$ cat src/rtl/lsu_pkg.sv
// Shared definitions for the load/store unit: width_src control codes,
// controller state encoding and the alignment legality check.
package lsu_pkg;

  localparam logic [2:0] WIDTH_32  = 3'd0;
  localparam logic [2:0] WIDTH_16S = 3'd1;
  localparam logic [2:0] WIDTH_16U = 3'd2;
  localparam logic [2:0] WIDTH_8S  = 3'd3;
  localparam logic [2:0] WIDTH_8U  = 3'd4;

  typedef enum logic [1:0] {
    IDLE = 2'd0,
    REQ  = 2'd1,
    WAIT = 2'd2,
    RESP = 2'd3
  } lsu_state_e;

  // True when the access is misaligned for its size or the code is unknown.
  function automatic logic access_bad(input logic [2:0] width, input logic [1:0] lo);
    case (width)
      WIDTH_32:            return (lo != 2'b00);
      WIDTH_16S, WIDTH_16U: return lo[0];
      WIDTH_8S, WIDTH_8U:   return 1'b0;
      default:             return 1'b1;
    endcase
  endfunction

endpackage

$ cat src/rtl/lsu_load_ext.sv
// Load data lane select and sign/zero extension, purely combinational.
module lsu_load_ext
  import lsu_pkg::*;
#(
  parameter int WIDTH = 32
) (
  input  logic [WIDTH-1:0] word_i,
  input  logic [1:0]       lane_i,
  input  logic [2:0]       width_i,
  output logic [WIDTH-1:0] data_o
);

  logic [7:0]  byte_sel;
  logic [15:0] half_sel;

  always_comb begin
    byte_sel = word_i[{lane_i, 3'b000} +: 8];
    half_sel = word_i[{lane_i[1], 4'b0000} +: 16];
    data_o   = '0;
    case (width_i)
      WIDTH_32:  data_o = word_i;
      WIDTH_16S: data_o = {{(WIDTH-16){half_sel[15]}}, half_sel};
      WIDTH_16U: data_o = {{(WIDTH-16){1'b0}}, half_sel};
      WIDTH_8S:  data_o = {{(WIDTH-8){byte_sel[7]}}, byte_sel};
      WIDTH_8U:  data_o = {{(WIDTH-8){1'b0}}, byte_sel};
      default:   data_o = '0;
    endcase
  end

endmodule

$ cat src/rtl/lsu_ctrl.sv
// Load/store controller: accepts one pipeline request at a time, issues a
// single word-aligned memory access with byte enables, returns extended data.
module lsu_ctrl
  import lsu_pkg::*;
#(
  parameter int WIDTH = 32
) (
  input  logic             clk_i,
  input  logic             rst_n_i,
  input  logic             req_valid_i,
  output logic             req_ready_o,
  input  logic             req_we_i,
  input  logic [2:0]       req_width_i,
  input  logic [WIDTH-1:0] req_addr_i,
  input  logic [WIDTH-1:0] req_wdata_i,
  output logic             rsp_valid_o,
  output logic [WIDTH-1:0] rsp_rdata_o,
  output logic             rsp_err_o,
  output logic             mem_req_o,
  input  logic             mem_gnt_i,
  output logic             mem_we_o,
  output logic [3:0]       mem_be_o,
  output logic [WIDTH-1:0] mem_addr_o,
  output logic [WIDTH-1:0] mem_wdata_o,
  input  logic             mem_rvalid_i,
  input  logic [WIDTH-1:0] mem_rdata_i,
  output lsu_state_e       state_o
);

  // Handshakes: a request transfers on a rising edge with req_valid_i && req_ready_o;
  // mem_req_o and its payload stay fixed until a rising edge with mem_gnt_i;
  // mem_rvalid_i completes the access only while in WAIT and is otherwise ignored.

  lsu_state_e       state_q, state_d;
  logic             we_q, err_q;
  logic [2:0]       width_q;
  logic [WIDTH-1:0] addr_q, wdata_q, rdata_q, load_data;
  logic [3:0]       be_c;
  logic [WIDTH-1:0] wdata_c;
  logic             accept, in_req, in_resp;

  assign accept  = (state_q == IDLE) && req_valid_i;
  assign in_req  = (state_q == REQ);
  assign in_resp = (state_q == RESP);

  lsu_load_ext #(.WIDTH(WIDTH)) u_load_ext (
    .word_i  (mem_rdata_i),
    .lane_i  (addr_q[1:0]),
    .width_i (width_q),
    .data_o  (load_data)
  );

  always_ff @(posedge clk_i or negedge rst_n_i) begin
    if (!rst_n_i) begin
      state_q <= IDLE;
      we_q    <= 1'b0;
      err_q   <= 1'b0;
      width_q <= WIDTH_32;
      addr_q  <= '0;
      wdata_q <= '0;
      rdata_q <= '0;
    end else begin
      state_q <= state_d;
      if (accept) begin
        we_q    <= req_we_i;
        width_q <= req_width_i;
        addr_q  <= req_addr_i;
        wdata_q <= req_wdata_i;
        err_q   <= access_bad(req_width_i, req_addr_i[1:0]);
        rdata_q <= '0;
      end else if ((state_q == WAIT) && mem_rvalid_i) begin
        rdata_q <= we_q ? '0 : load_data;
      end
    end
  end

  always_comb begin
    state_d = state_q;
    case (state_q)
      IDLE: if (req_valid_i)
              state_d = access_bad(req_width_i, req_addr_i[1:0]) ? RESP : REQ;
      REQ:  if (mem_gnt_i) state_d = WAIT;
      WAIT: if (mem_rvalid_i) state_d = RESP;
      RESP: state_d = IDLE;
      default: state_d = IDLE;
    endcase
  end

  // Lane enables and replicated store data derived from the captured request.
  always_comb begin
    be_c    = 4'b0000;
    wdata_c = wdata_q;
    case (width_q)
      WIDTH_32: be_c = 4'b1111;
      WIDTH_16S, WIDTH_16U: begin
        be_c    = 4'b0011 << {addr_q[1], 1'b0};
        wdata_c = WIDTH'({2{wdata_q[15:0]}});
      end
      WIDTH_8S, WIDTH_8U: begin
        be_c    = 4'b0001 << addr_q[1:0];
        wdata_c = WIDTH'({4{wdata_q[7:0]}});
      end
      default: be_c = 4'b0000;
    endcase
  end

  assign req_ready_o = (state_q == IDLE);
  assign mem_req_o   = in_req;
  assign mem_we_o    = in_req & we_q;
  assign mem_be_o    = in_req ? be_c : 4'b0000;
  assign mem_addr_o  = in_req ? {addr_q[WIDTH-1:2], 2'b00} : '0;
  assign mem_wdata_o = in_req ? wdata_c : '0;
  assign rsp_valid_o = in_resp;
  assign rsp_err_o   = in_resp & err_q;
  assign rsp_rdata_o = in_resp ? rdata_q : '0;
  assign state_o     = state_q;

endmodule

$ cat config.mk
export PLATFORM = sky130hd
export DESIGN_NAME = lsu_ctrl
export DESIGN_NICKNAME = d
export VERILOG_FILES = /design/src/rtl/lsu_pkg.sv /design/src/rtl/lsu_load_ext.sv /design/src/rtl/lsu_ctrl.sv
export SDC_FILE = /design/constraint.sdc
export NUM_CORES = 1
export LEC_CHECK = 0
export ABC_CLOCK_PERIOD_IN_PS = 1800
export BUFFER_PORTS_ARGS = -buffer_cell sky130_fd_sc_hd__buf_2
export CAP_MARGIN = 20
export CORE_ASPECT_RATIO = 1.1
export CORE_UTILIZATION = 43
export CTS_BUF_LIST = sky130_fd_sc_hd__clkbuf_4 sky130_fd_sc_hd__clkbuf_8 sky130_fd_sc_hd__clkbuf_16
export DETAILED_ROUTE_END_ITERATION = 10
export HOLD_SLACK_MARGIN = 0.05
export PLACE_DENSITY_LB_ADDON = 0.2
export SLEW_MARGIN = 0
export SYNTH_ARGS = -nofsm -noshare
export SYNTH_HDL_FRONTEND = slang
export SYNTH_HIERARCHICAL = 1
export SYNTH_SLANG_ARGS = --single-unit
$ cat constraint.sdc
create_clock -name clk_i -period 1.8 [get_ports clk_i]
set_input_delay 0.09 -clock clk_i [delete_from_list [all_inputs] [get_ports clk_i]]
set_output_delay 0.09 -clock clk_i [all_outputs]
set_load 0.005 [all_outputs]
==> Implementation_results.wiki, run 1 <==
{| class="wikitable"
! Metric !! Value
|-
| Remaining global-route overflow || 0
|-
| Number of max-slew violations in the final report || 0
|-
| Met1 Track Usage GR || 31.8%
|-
| Post-Synthesis Cell Area || 6120 um2
|-
| Starting DRT DRC Count || 421
|-
| Area after detailed placement || 7420 um2
|-
| Busiest metal layer after global routing || met2
|-
| Io pins || 212
|-
| Most instantiated flip-flop cell in the synthesis netlist || sky130_fd_sc_hd__dfrtp_1
|-
| Ys async rst share || 100%
|-
| Sequential element share of the synthesized area || 42.1%
|-
| Antenna Cells || 0
|-
| Synth warnings || 6
|-
| Slowest stage cell on the critical path || sky130_fd_sc_hd__dfrtp_2
|-
| R2r setup slk || 20 ps
|-
| Worst clock skew || 7.10 ps
|-
| Maximum level of the CTS H-tree || 3
|-
| Arrival time worst endpoint || 1880 ps
|-
| Failing checks || setup timing
|-
| Number of vias after detailed routing || 5680
|-
| Clk sink count || 103
|-
| Cell leakage power || 4.36 nW
|-
| Worst path max stage delay || 430 ps
|-
| Overall die height || 127 um
|-
| Worst min-delay path class || in2reg
|-
| Initial core utilization || 44.2%
|-
| Critical Path Start Type || flip-flop
|-
| Final hold violations || 0
|-
| Buffers from clock root to sink, at most || 2
|-
| Placed cells || 951
|-
| Post-route minimum period || 1970 ps
|-
| Number of nets still failing antenna checks after routing || 0
|-
| Register clock-pin slew on the reported worst setup and hold paths || 80 ps
|-
| Cell count after synthesis || 573
|-
| Final std cell area, no fill || 8950 um2
|-
| First-pass GRT wire length || 29.1 mm
|-
| Final worst slack || -172 ps
|-
| Kind of end point of the critical path || primary output
|-
| Capturing point of the worst reg2reg path || rdata_q[1]
|-
| Vias per inst || 5.37
|-
| Number of synthesized flops with an enable pin || 0
|-
| Met3 GRT Util || 4.70%
|-
| Clk Latency, worst-skew pair || 350 ps
|-
| Average wire length per cell after detail routing || 17.6 um
|-
| Most frequent cell on the critical path || sky130_fd_sc_hd__buf_12
|-
| Count of TritonRoute iterations in the first routing pass || 4
|-
| Met2 Track Usage GR || 43.7%
|-
| Die Span X || 116 um
|-
| Setup Viol. Count Final || 27
|-
| DRC errors left || 0
|-
| Die outline area || 14700 um2
|-
| Avg Synthesized Cell Area || 10.7 um2
|-
| Via count of the first global-routing pass || 5768
|-
| Final RePlAce weighted congestion || 0.872
|-
| Library cells used by synthesis || 49
|-
| Largest net degree at the start of global routing || 50
|-
| Port-buffer cells || 209
|-
| Rows || 45
|-
| Largest fanout of any net on the critical path || 12
|-
| Fraction of layout instances using a drive strength above 1 || 43.0%
|-
| Core box area || 13900 um2
|-
| Max Cap Viol || 0
|-
| Total Routed Length || 18.6 mm
|-
| DP HPWL || 12.5 mm
|-
| Start point of the worst min-delay path || mem_rdata_i[0]
|-
| RSZ-0062 raised after global routing || yes
|-
| Worst endpoint required time || 1710 ps
|-
| Pre-CTS setup slack || -30.1 ps
|-
| Cell chain of the critical path || buf_12 -> nor2_4 -> xnor2_4 -> buf_12 -> mux2i_2 -> nor2b_1 -> buf_2
|-
| Hold Path End || rdata_q[0]
|-
| Max Fclk || 507 MHz
|-
| Worst reg2reg startpoint || width_q[1]
|-
| CTS tree || done
|-
| Final layout net count || 973
|-
| Cell count of the worst hold path || 4
|-
| Root buffer cell || sky130_fd_sc_hd__clkbuf_16
|-
| Power per Cell Area || 1690 nW/um2
|-
| Area growth syn-to-layout || 46.3%
|-
| Final period util || 110%
|-
| Number of buffers added by the clock tree synthesis step || 9
|-
| Number of antenna violations at the first check in global routing || 0
|-
| Critical path start-end classification || reg2out
|-
| Number of cells traversed by the worst register-to-register path || 8
|-
| GRT Overall Usage || 25.6%
|-
| Final std cells w/o fill || 1057
|-
| Peak VDD IR || 0.000866 V
|-
| Outcome || finished, violations left
|-
| #FFs+latches synth || 103
|}
critical path, delay by kind of cell, from the launching register on:
family | cells | cell delay [ps]
buffers and inverters | 3 | 440
DFF | 1 | 430
and+or+nand+nor | 2 | 270
muxes | 1 | 210
xor gates and xnor gates | 1 | 180
sequential cells by signal, indices dropped and copies added, names as in the netlist:
register / cells
addr_q: 32
rdata_q: 32
wdata_q: 32
width_q: 3
state_o: 2
err_q: 1
we_q: 1
synthesized netlist by cell type (all sizes together) (9+ instances only):
cell    number  share of area, %
dfrtp      103                42
and2        75               7.7
mux2        68                13
o21ai       45               4.3
a22o        38               5.4
nand2       36               2.2
buf         34               3.9
mux2i       33               5.4
nor2b       19               1.9
clkbuf      15              0.94
inv          9              0.55
placed cells by master (no fill, tap or decap), types with 4 or more instances in the layout:
cell type	n
sky130_fd_sc_hd__buf_2	208
sky130_fd_sc_hd__o21ai_1	16
sky130_fd_sc_hd__o21ai_4	4
sky130_fd_sc_hd__dfrtp_2	6
sky130_fd_sc_hd__o21ai_2	11
sky130_fd_sc_hd__mux2_1	37
sky130_fd_sc_hd__o21ai_0	14
sky130_fd_sc_hd__o22ai_1	8
sky130_fd_sc_hd__clkbuf_16	10
sky130_fd_sc_hd__buf_12	9
sky130_fd_sc_hd__nand2_1	35
sky130_fd_sc_hd__or3_1	7
sky130_fd_sc_hd__mux2i_1	31
sky130_fd_sc_hd__nor2b_1	18
sky130_fd_sc_hd__buf_4	26
sky130_fd_sc_hd__a221oi_2	7
sky130_fd_sc_hd__o211ai_1	6
sky130_fd_sc_hd__nor2_1	5
sky130_fd_sc_hd__inv_1	7
sky130_fd_sc_hd__o221ai_2	5
sky130_fd_sc_hd__mux2_2	30
sky130_fd_sc_hd__a32o_1	7
sky130_fd_sc_hd__dlygate4sd3_1	69
sky130_fd_sc_hd__dfrtp_1	97
sky130_fd_sc_hd__buf_6	11
sky130_fd_sc_hd__o211a_1	7
sky130_fd_sc_hd__and2_1	73
sky130_fd_sc_hd__a22o_1	38
per-layer routing:
layer	share of wire, %	up-vias
met4	2.2	0
met5	0	-
met2	50	233
met1	41	2755
li1	-	2657
met3	6.6	35
what timing repair did:
| item | CTS | global route |
|---|---|---|
| hold buffers | 69 | 0 |
| pin swaps | 18 | 19 |
| setup endpoints to repair | 107 | 185 |
| cloned | 2 | 1 |
| buffers inserted | 7 | 11 |
| gates resized for setup | 53 | 40 |
| endpoints found under the hold margin | 171 | 0 |
cells by family (layout without fill, tap and decap cells):
kind of cell,Yosys count,in the layout,share of synthesized area (%)
and+or+nand+nor,158,158,14.8
AOI/OAI and AO/OA,144,144,17.8
DFF,103,103,42.1
muxes,102,102,18.3
buffers and inverters,58,353,5.40
adders and majority gates,4,4,0.818
xor gates and xnor gates,3,3,0.736
other,1,2,0.0613
worst max path at each step:
| stage | end | slack [ps] | startpoint |
|---|---|---|---|
| global route | mem_wdata_o[18] | -270 | width_q[1] |
| global placement | rdata_q[8] | -20 | addr_q[0] |
| CTS | mem_wdata_o[17] | -150 | width_q[0] |
| detailed placement | mem_wdata_o[12] | -30 | width_q[1] |
| floorplan | addr_q[22] | 40 | state_o[0] |
| finish | mem_wdata_o[18] | -170 | width_q[1] |
final cells by class:
| cell class | instances | area, um2 |
|---|---|---|
| inverter | 9 | 33.8 |
| clock buffer | 9 | 225 |
| sequential | 103 | 2580 |
| fill | 1110 | 4900 |
| timing repair buffer | 328 | 2330 |
| tap | 188 | 235 |
| multi-input combinational | 413 | 3490 |
| clock inverter | 7 | 56.3 |
report_power, final:
group,switching (W),internal [W]
Sequential,0.00103,0.00344
Clock,0.000941,0.000957
Combinational,0.00417,0.00462
Total,0.00614,0.00902
through the flow:
step	TNS, ps	total power [W]	hold slack [ps]	util [%]
after floorplan	0	0.00911	-206	-
after global placement	-38.5	0.0113	-21.5	53.6
after detailed placement	-96.2	0.0115	-19.6	53.6
after CTS	-2700	0.0144	69.9	62.7
after global routing	-5630	0.0162	107	64.6
final	-3080	0.0152	96.2	64.6
Power figures use the tool's default switching activity.
==> inputs of run 2 (changes only) <==
CORE_UTILIZATION = 40   (was 43)
==> run 2 against run 1 <==
Compared with the run above:
- the run still ends with setup timing left
- routed wire length is 6.1% higher
- power is 2.1% higher
- clock power is 14% higher
- sequential power hardly changed
- global-route usage is 1.4 points lower
- critical path type unchanged
- critical endpoint is now mem_wdata_o[25]
- highest routed layer unchanged
==> Implementation_results.wiki, run 2 (synthesis results as in run 1) <==
{| class="wikitable"
! Metric !! Value
|-
| Number of max-slew violations in the final report || 0 (unchanged)
|-
| Die Span X || 120 um (was 116 um)
|-
| Tightest Pin Transition || 646 ps
|-
| Reg power frac || 28.7% (was 29.5%)
|-
| Via count of the first global-routing pass || 5791 (was 5768)
|-
| Power per Cell Area || 1720 nW/um2 (was 1690 nW/um2)
|-
| Setup Viol. Count Final || 26 (was 27)
|-
| Antenna Cells || 0 (unchanged)
|-
| Largest fanout of any net on the critical path || 13 (was 12)
|-
| Critical Path Sink || mem_wdata_o[25] (was mem_wdata_o[18])
|-
| Port-buffer cells || 209 (unchanged)
|-
| Power consumption || 0.0155 W (was 0.0152 W)
|-
| Remaining global-route overflow || 0 (unchanged)
|-
| Capturing point of the worst reg2reg path || rdata_q[3] (was rdata_q[1])
|-
| Max Fclk || 517 MHz (was 507 MHz)
|-
| Peak VDD IR || 0.000885 V (was 0.000866 V)
|-
| Leading cell types in the layout, fill and taps excluded || 209 x sky130_fd_sc_hd__buf_2, 98 x sky130_fd_sc_hd__dfrtp_1, 73 x sky130_fd_sc_hd__and2_1 (was 208 x sky130_fd_sc_hd__buf_2, 97 x sky130_fd_sc_hd__dfrtp_1, 73 x sky130_fd_sc_hd__and2_1)
|-
| Number of cells traversed by the worst register-to-register path || 7 (was 8)
|-
| Area used by multi-input combinational logic || 3450 um2 (was 3490 um2)
|-
| Final hold violations || 0 (unchanged)
|-
| RSZ-0062 raised after global routing || yes (unchanged)
|-
| Starting DRT DRC Count || 370 (was 421)
|-
| Filler instances || 1307 (was 1110)
|-
| CTS tree || done (unchanged)
|-
| Io pins || 212 (unchanged)
|-
| Number of buffers added by the clock tree synthesis step || 9 (unchanged)
|-
| DP HPWL || 12.7 mm (was 12.5 mm)
|-
| Max Cap Viol || 0 (unchanged)
|-
| Core box area || 15000 um2 (was 13900 um2)
|-
| Area growth syn-to-layout || 47.2% (was 46.3%)
|-
| Failing checks || setup timing (unchanged)
|-
| Net switching power of the design || 0.00617 W (was 0.00614 W)
|-
| Count of TritonRoute iterations in the first routing pass || 5 (was 4)
|-
| Cell leakage power || 4.39 nW (was 4.36 nW)
|-
| Final layout net count || 970 (was 973)
|-
| Final std cells w/o fill || 1062 (was 1057)
|-
| GRT Overall Usage || 24.2% (was 25.6%)
|-
| Power share of the combinational group || 57.3% (was 58.0%)
|-
| Final period util || 107% (was 110%)
|-
| Buffers from clock root to sink, at most || 2 (unchanged)
|-
| Register clock-pin slew on the reported worst setup and hold paths || 70 ps (was 80 ps)
|-
| Internal power || 0.00931 W (was 0.00902 W)
|-
| Final TNS setup || -2380 ps (was -3080 ps)
|-
| Startpoint of the most critical setup path || width_q[0] (was width_q[1])
|-
| Number of antenna violations at the first check in global routing || 0 (unchanged)
|-
| Rows || 47 (was 45)
|-
| Maximum level of the CTS H-tree || 3 (unchanged)
|-
| Average wire length per cell after detail routing || 18.6 um (was 17.6 um)
|-
| Arrival time worst endpoint || 1840 ps (was 1880 ps)
|-
| Final RePlAce weighted congestion || 0.881 (was 0.872)
|-
| Leading cell type in the layout, fill and taps excluded || sky130_fd_sc_hd__buf_2 (unchanged)
|-
| Largest net degree at the start of global routing || 61 (was 50)
|-
| Worst min-delay path class || in2reg (unchanged)
|-
| Critical Path Start Type || flip-flop (unchanged)
|-
| Total Routed Length || 19.8 mm (was 18.6 mm)
|-
| Worst Hold Margin || 102 ps (was 96.2 ps)
|-
| Vias per inst || 5.41 (was 5.37)
|-
| Largest registers in the final layout || addr_q (32), rdata_q (32), wdata_q (32) (unchanged)
|-
| Number of vias after detailed routing || 5741 (was 5680)
|-
| DRC errors left || 0 (unchanged)
|-
| Outcome || finished, violations left (unchanged)
|-
| Headroom to the max-slew limit || 56.4%
|-
| Clk Latency, worst-skew pair || 350 ps (about the same)
|-
| Number of nets still failing antenna checks after routing || 0 (unchanged)
|-
| Initial core utilization || 40.8% (was 44.2%)
|-
| Critical path start-end classification || reg2out (unchanged)
|-
| Overall die height || 132 um (was 127 um)
|-
| Fraction of layout instances using a drive strength above 1 || 42.3% (was 43.0%)
|-
| Placed cells || 955 (was 951)
|-
| Worst endpoint required time || 1710 ps (about the same)
|-
| Worst reg2reg startpoint || width_q[0] (was width_q[1])
|-
| Worst clock skew || 7.77 ps (was 7.10 ps)
|-
| Final worst slack || -133 ps (was -172 ps)
|-
| First-pass GRT wire length || 30.0 mm (was 29.1 mm)
|-
| Share of total power consumed by net switching || 39.8% (was 40.5%)
|-
| Post-route minimum period || 1930 ps (was 1970 ps)
|-
| Die outline area || 15800 um2 (was 14700 um2)
|-
| Kind of end point of the critical path || primary output (unchanged)
|-
| R2r setup slk || 10 ps (was 20 ps)
|-
| Fraction of power consumed by the clock network || 14.0% (was 12.5%)
|-
| Pre-CTS setup slack || 23.1 ps (was -30.1 ps)
|-
| Root buffer cell || sky130_fd_sc_hd__clkbuf_16 (unchanged)
|-
| Clk sink count || 103 (unchanged)
|-
| Sequential standard cell area || 2580 um2 (about the same)
|}
-- run 2: critical path: stages, from the launching register on --
cell	delay, ps
sky130_fd_sc_hd__dfrtp_2	430
sky130_fd_sc_hd__buf_12	150
sky130_fd_sc_hd__buf_4	130
sky130_fd_sc_hd__or3_1	340
sky130_fd_sc_hd__o211ai_1	80
sky130_fd_sc_hd__o21ai_1	100
sky130_fd_sc_hd__o211a_1	140
sky130_fd_sc_hd__buf_2	120
-- run 2: how the worst min path moves through the flow --
stage / from / endpoint / slack, ps / depth (start not counted)
floorplan: rst_n_i / addr_q[0] / -210 / 0
global placement: rst_n_i / rdata_q[3] / 5 / 1
detailed placement: rst_n_i / rdata_q[5] / 4 / 1
CTS: mem_rdata_i[4] / rdata_q[4] / 80 / 4
global route: mem_rdata_i[2] / rdata_q[2] / 100 / 4
finish: mem_rdata_i[2] / rdata_q[2] / 100 / 4
-- run 2: power groups by stage --
stage          Clock [W]  Sequential, W  Combinational [W]
5_1_grt          0.00232        0.00459            0.00955
3_3_place_gp           0        0.00431            0.00697
3_5_place_dp           0        0.00439            0.00713
6_report         0.00217        0.00444            0.00887
4_1_cts          0.00222        0.00436            0.00784
2_1_floorplan          0        0.00402            0.00509
-- run 2: metrics by stage --
stage,util [%],instance area [um2]
after floorplan,-,6120
after global placement,49.5,7420
after detailed placement,49.5,7420
after CTS,57.6,8640
after global routing,60.1,9010
final,60.1,9010
-- run 2: routing by layer --
| metal | vias up | routed length [um] | GRT usage, % |
|---|---|---|---|
| met1 | 2800 | 8250 | 29.8 |
| li1 | 2655 | - | - |
| met5 | - | 0 | 0 |
| met4 | 0 | 323 | 8.26 |
| met3 | 26 | 1180 | 4.21 |
| met2 | 260 | 10000 | 42.4 |
-- run 2: repair_timing --
action	4_1_cts	5_1_grt
pin swaps	5	22
gates cloned	3	4
hold buffers	69	0
setup endpoints to repair	99	153
endpoints found under the hold margin	171	0
gates resized for setup	15	57
setup buffers	9	6
-- run 2: layout make-up --
cell class	count	share of cell area, %
Multi-Input combinational cell	414	38.3
Tap cell	196	2.72
Timing Repair Buffer	324	26.3
Sequential cell	103	28.7
Inverter	9	0.403
Clock inverter	6	1.04
Clock buffer	10	2.58
